### config.mk
export PLATFORM = sky130hd
export DESIGN_NAME = axis_pkt_arbiter
export DESIGN_NICKNAME = d
export VERILOG_FILES = /design/src/rtl/axis_pkt_arbiter_pkg.sv /design/src/rtl/axis_skid_reg.sv /design/src/rtl/axis_pkt_arbiter.sv
export SDC_FILE = /design/constraint.sdc
export NUM_CORES = 2
export LEC_CHECK = 0
export CAP_MARGIN = 15
export CORE_AREA = 3 3 632 634
export CTS_CLUSTER_SIZE = 12
export DETAILED_ROUTE_END_ITERATION = 8
export DIE_AREA = 0 0 635 637
export DONT_BUFFER_PORTS = 1
export SLEW_MARGIN = 10
export SYNTH_ARGS = -nofsm -noshare
export SYNTH_HDL_FRONTEND = slang
export SYNTH_SLANG_ARGS = --single-unit
### constraint.sdc
create_clock -name clk -period 2 [get_ports clk]
set_input_delay 0.6 -clock clk [delete_from_list [all_inputs] [get_ports clk]]
set_output_delay 0.6 -clock clk [all_outputs]
set_load 0.01 [all_outputs]
### src/rtl/axis_pkt_arbiter_pkg.sv
// Shared types for the packet arbiter: FSM state encoding and ownership helpers.
package axis_pkt_arbiter_pkg;

  typedef enum logic [1:0] {
    IDLE = 2'd0,
    OWN0 = 2'd1,
    OWN1 = 2'd2
  } arb_state_t;

  localparam int NUM_SRC = 2;

endpackage

### src/rtl/axis_skid_reg.sv
// Two-entry registered output stage: an output register plus one skid entry,
// with a registered ready so no combinational path runs from sink to source.
module axis_skid_reg #(
  parameter int W = 513
) (
  input  logic         clk,
  input  logic         resetn,
  input  logic [W-1:0] wr_data,
  input  logic         wr_valid,
  output logic         wr_ready,
  output logic [W-1:0] rd_data,
  output logic         rd_valid,
  input  logic         rd_ready
);

  logic [W-1:0] out_data_reg, out_data_next;
  logic         out_valid_reg, out_valid_next;
  logic [W-1:0] skid_data_reg, skid_data_next;
  logic         skid_valid_reg, skid_valid_next;
  logic         ready_reg;
  logic         push, pop;

  always_comb begin
    push            = wr_valid & ready_reg;
    pop             = out_valid_reg & rd_ready;
    out_data_next   = out_data_reg;
    out_valid_next  = out_valid_reg;
    skid_data_next  = skid_data_reg;
    skid_valid_next = skid_valid_reg;
    // push only happens with the skid entry empty, since ready mirrors it
    if (push) begin
      if (!out_valid_reg || pop) begin
        out_data_next  = wr_data;
        out_valid_next = 1'b1;
      end else begin
        skid_data_next  = wr_data;
        skid_valid_next = 1'b1;
      end
    end else if (pop) begin
      if (skid_valid_reg) begin
        out_data_next   = skid_data_reg;
        skid_valid_next = 1'b0;
      end else begin
        out_valid_next = 1'b0;
      end
    end
  end

  always_ff @(posedge clk or negedge resetn) begin
    if (!resetn) begin
      out_data_reg   <= '0;
      out_valid_reg  <= 1'b0;
      skid_data_reg  <= '0;
      skid_valid_reg <= 1'b0;
      ready_reg      <= 1'b0;
    end else begin
      out_data_reg   <= out_data_next;
      out_valid_reg  <= out_valid_next;
      skid_data_reg  <= skid_data_next;
      skid_valid_reg <= skid_valid_next;
      ready_reg      <= ~skid_valid_next;
    end
  end

  assign wr_ready = ready_reg;
  assign rd_data  = out_data_reg;
  assign rd_valid = out_valid_reg;

endmodule

### src/rtl/axis_pkt_arbiter.sv
// Packet-granular round-robin arbiter merging two AXI-stream sources into one
// registered output; ownership is held from first beat through tlast.
module axis_pkt_arbiter
  import axis_pkt_arbiter_pkg::*;
#(
  parameter int DW = 512,
  parameter int CW = 32
) (
  input  logic          clk,
  input  logic          resetn,
  input  logic [DW-1:0] axis0_tdata,
  input  logic          axis0_tlast,
  input  logic          axis0_tvalid,
  output logic          axis0_tready,
  input  logic [DW-1:0] axis1_tdata,
  input  logic          axis1_tlast,
  input  logic          axis1_tvalid,
  output logic          axis1_tready,
  output logic [DW-1:0] axis_out_tdata,
  output logic          axis_out_tlast,
  output logic          axis_out_tvalid,
  input  logic          axis_out_tready,
  output logic [1:0]    grant,
  output logic [CW-1:0] pkt_count0,
  output logic [CW-1:0] pkt_count1
);

  arb_state_t    state_reg;
  logic          last_reg;
  logic [1:0]    grant_reg;
  logic [CW-1:0] count0_reg, count1_reg;

  logic          skid_ready;
  logic          wr_valid;
  logic [DW:0]   wr_data;
  logic [DW:0]   rd_data;
  logic          fire0, fire1;

  always_comb begin
    axis0_tready = (state_reg == OWN0) & skid_ready;
    axis1_tready = (state_reg == OWN1) & skid_ready;
    fire0        = axis0_tvalid & axis0_tready;
    fire1        = axis1_tvalid & axis1_tready;
    wr_valid     = 1'b0;
    wr_data      = {axis0_tlast, axis0_tdata};
    case (state_reg)
      OWN0: wr_valid = axis0_tvalid;
      OWN1: begin
        wr_valid = axis1_tvalid;
        wr_data  = {axis1_tlast, axis1_tdata};
      end
      default: wr_valid = 1'b0;
    endcase
  end

  // last_reg names the input that finished most recently; the other one wins a tie
  always_ff @(posedge clk or negedge resetn) begin
    if (!resetn) begin
      state_reg  <= IDLE;
      last_reg   <= 1'b1;
      grant_reg  <= 2'b00;
      count0_reg <= '0;
      count1_reg <= '0;
    end else begin
      case (state_reg)
        IDLE: begin
          if (axis0_tvalid && (!axis1_tvalid || last_reg)) begin
            state_reg <= OWN0;
            grant_reg <= 2'b01;
          end else if (axis1_tvalid) begin
            state_reg <= OWN1;
            grant_reg <= 2'b10;
          end
        end
        OWN0: begin
          if (fire0 && axis0_tlast) begin
            state_reg  <= IDLE;
            grant_reg  <= 2'b00;
            last_reg   <= 1'b0;
            count0_reg <= count0_reg + 1'b1;
          end
        end
        OWN1: begin
          if (fire1 && axis1_tlast) begin
            state_reg  <= IDLE;
            grant_reg  <= 2'b00;
            last_reg   <= 1'b1;
            count1_reg <= count1_reg + 1'b1;
          end
        end
        default: begin
          state_reg <= IDLE;
          grant_reg <= 2'b00;
        end
      endcase
    end
  end

  axis_skid_reg #(.W(DW + 1)) u_skid (
    .clk      (clk),
    .resetn   (resetn),
    .wr_data  (wr_data),
    .wr_valid (wr_valid),
    .wr_ready (skid_ready),
    .rd_data  (rd_data),
    .rd_valid (axis_out_tvalid),
    .rd_ready (axis_out_tready)
  );

  assign axis_out_tlast = rd_data[DW];
  assign axis_out_tdata = rd_data[DW-1:0];
  assign grant          = grant_reg;
  assign pkt_count0     = count0_reg;
  assign pkt_count1     = count1_reg;

endmodule

==> results.toml <==
[sta]
period_share_pct = 130.3
worst_slack_ns = -0.6063
max_freq_mhz = 383.7
rsz0062_at_grt = "yes"
finalHoldViolations = 83
setup_viol = 1400
finClkSkew_ns = 0.03971
timing.hold.ws_ns = -0.1938
slew_headroom_pct = 37.84
tightestPinTransition_ns = 0.9293
drv_slew = 0
min_period_ns = 2.606

[placed_design]
dp.cells = 10210
dp_hpwl_um = 260700
port_buffers = 0
gp_congestion = 0.9488

[floorplan]
fp.dieArea_sq_um = 404500
initial_core_util_pct = 13.60
die_y_um = 637
coreArea_sq_um = 394800
die_w_um = 635
row_count = 231
ios = 1613

[route]
num_vias = 42000
viasPerCell = 3.727
firstDrtPassIters = 6
drt-total-wl_um = 343200
wl_per_cell_um = 30.46
drtAntennaViolNets = 0
drtIter0Drc = 3162
drc = 0

[grt]
track_usage_pct = 16.01
grt_pass1_vias = 41610
antenna_found_initial = 114
grt_max_degree = 237
grt_overflow_total = 0
grt_pass1_wl_um = 429300

[power_and_ir_drop]
p_int_mw = 67.00
seqPwrFrac_pct = 41.3
ir_drop_mv = 0.6856
p_leak_nw = 33.91
power_frac_clock_pct = 22.6
p_comb_share_pct = 36.2
power_switching_mw = 46.55
power_density_nw_per_um2 = 1406
p_sw_share_pct = 41.00

[finish]
syn2layout_area_growth_pct = 50.40
final_util_pct = 20.46
seq_area_sq_um = 27430
finalNonFillerCells = 11270
final_layout_size_suffix_gt1_share_pct = 28.20
layout.filler_cells = 42270
nets = 6894
multi_input_area_sq_um = 24610

[critical_path]
arrival_ns = 3.31
rrSetupSlack_ns = -0.61
reg2regPathDepth = 12
max_stage_delay_ns = 0.41
crit_type = "reg2reg"
cp.required_ns = 2.70
r2r_start = "grant[1]$_DFFE_PN0P_"
cp_common_cell = "buf_16"
critPathLaunchType = "flip-flop"
end_kind = "flip-flop"
cp_top_family = "buffers and inverters"
crit_path_cell_trace = "buf_6 -> ha_4 -> buf_6 -> buf_8 -> buf_16 -> buf_12 -> buf_16 -> buf_12 -> buf_16 -> mux2i_1 -> mux2i_1 -> mux2_4"
critPathSlowestCell = "dfrtp_2"
cp_max_fo = 9
rr_endpoint = "u_skid.rd_data[249]$_DFFE_PN0P_"
crit_buf_inv = 8

[synth]
ys_ff_latch = 1096
yosys.area_share.simple_pct = 5.244
synthMuxAreaShare_pct = 29.94
yosysTopAreaCell = "dfrtp_1"
synth_top_area_share_pct = 51.02
async_reset_ff_share_pct = 100.0
ys_warn_count = 0
synth_compound_area_share_pct = 4.988
synth-adder-area-share_pct = 0.1398
synth_area_leaders = "dfrtp_1 51%, mux2i_1 19%, mux2_2 10%, a21oi_1 4.8%, inv_1 3.7%"
synth_area_sq_um = 53710
syn_inst = 4717
synthFlopType = "dfrtp_1"
netlist-cell-type-count = 45
synthXorXnorAreaFrac_pct = 1.011
synth_fp_nets = 5754
synth_edf_count = 0
ys_seq_area_share_pct = 51.07
synth_top_family_by_area = "multiplexers"
postSynthAreaPerCell_sq_um = 11.39

[run]
cap_violations = 0

[outcome]
status = "finished with violations"
violations = "negative hold slack, negative setup slack"

[clocking]
htree_levels = 4
root_buffer = "clkbuf_16"
cts_tree = "built"
cts.sinks = 1096
cts_buffers = 141
clock_path_buffers = 4
clock_latency_ns = 0.86
clk_pin_slew_ns = 0.06

[hold_path]
hold_class = "in2async"
## Yosys cell counts (all sizes together) (2+ instances only)
cell type	number
nand3	22
o21ai	3
a21oi	517
xnor2	37
dfrtp	1095
and3	8
or2	2
mux2	513
mux2i	1026
ha	6
and4	9
and2	5
nand4	27
buf	280
nand2	37
nand2b	2
nor2	523
xor2	25
nor4	16
nor3	15
inv	527
clkbuf	10
## kinds of logic after synthesis
family                     after synthesis
adders and majority gates                6
xor gates and xnor gates                62
buffers and inverters                  817
DFF                                   1096
AOI/OAI and AO/OA                      529
and+or+nand+nor                        668
muxes                                 1539
## repair_timing
action / 4_1_cts / 5_1_grt
pin swaps: 10 / 3
endpoints found under the setup margin: 1888 / 2016
buffers inserted: 112 / 34
resized for setup: 466 / 307
hold endpoints to repair: 617 / 103
gates cloned: 81 / 23
hold buffers: 535 / 6
## cell usage in the layout, fill, tap and decap left out, types with 119 or more instances in the layout
| cell type | n |
|---|---|
| buf_4 | 421 |
| mux2i_1 | 851 |
| dlygate4sd3_1 | 533 |
| buf_12 | 119 |
| inv_1 | 525 |
| dfrtp_1 | 1092 |
| a21oi_1 | 515 |
| mux2_4 | 263 |
| mux2_2 | 242 |
| nor2_1 | 523 |
| clkbuf_16 | 165 |
## worst max path at each step
stage	startpoint	end	slack, ns	cells after the start
final	grant[1]$_DFFE_PN0P_	u_skid.rd_data[249]$_DFFE_PN0P_	-0.61	12
after global routing	grant[1]$_DFFE_PN0P_	axis0_tready	-0.62	6
after CTS	grant[1]$_DFFE_PN0P_	axis0_tready	-0.62	6
after detailed placement	resetn	u_skid.rd_data[51]$_DFFE_PN0P_	-1.22	4
after global placement	resetn	u_skid.rd_data[51]$_DFFE_PN0P_	-1.23	4
after floorplan	grant[0]$_DFFE_PN0P_	u_skid.rd_data[152]$_DFFE_PN0P_	-0.04	9
## power by group through the flow
stage / Clock [mW] / Sequential (mW) / Combinational (mW)
2_1_floorplan: 0 / 36.2 / 20.7
4_1_cts: 26.5 / 47.9 / 38.7
3_3_place_gp: 0 / 48.1 / 29.0
5_1_grt: 27.3 / 48.7 / 44.1
6_report: 25.7 / 46.8 / 41.0
3_5_place_dp: 0 / 48.3 / 29.7
## through the flow
step	setup slack, ns	cell area, sq um	setup TNS (ns)	power (mW)
2_1_floorplan	-0.04252	54110	-15.65	56.85
3_3_place_gp	-1.227	63510	-1046.19	77.13
3_5_place_dp	-1.223	63510	-1076.88	77.94
4_1_cts	-0.6232	78840	-617.72	113.1
5_1_grt	-0.6184	80690	-574.99	120.1
6_report	-0.6063	80770	-414.76	113.6
## per-layer routing
metal / GRT usage, % / vias to the layer above / wire length [um]
met5: 0 / - / 383
met4: 5.536 / 54 / 14220
met3: 8.977 / 560 / 43730
met2: 26.55 / 1824 / 161900
met1: 17.03 / 21200 / 123000
li1: - / 18370 / -
## final cells by class
cell class	instances	area share (%)
diodes	66	0.2045
clock buffers	197	4.966
clock inverters	50	0.6506
inverters	527	2.458
multi-input cells	2804	30.47
flip-flops and latches	1096	33.96
well taps	5242	8.120
repair buffers	1287	19.17
No activity file was read; power rests on OpenSTA's default activity.
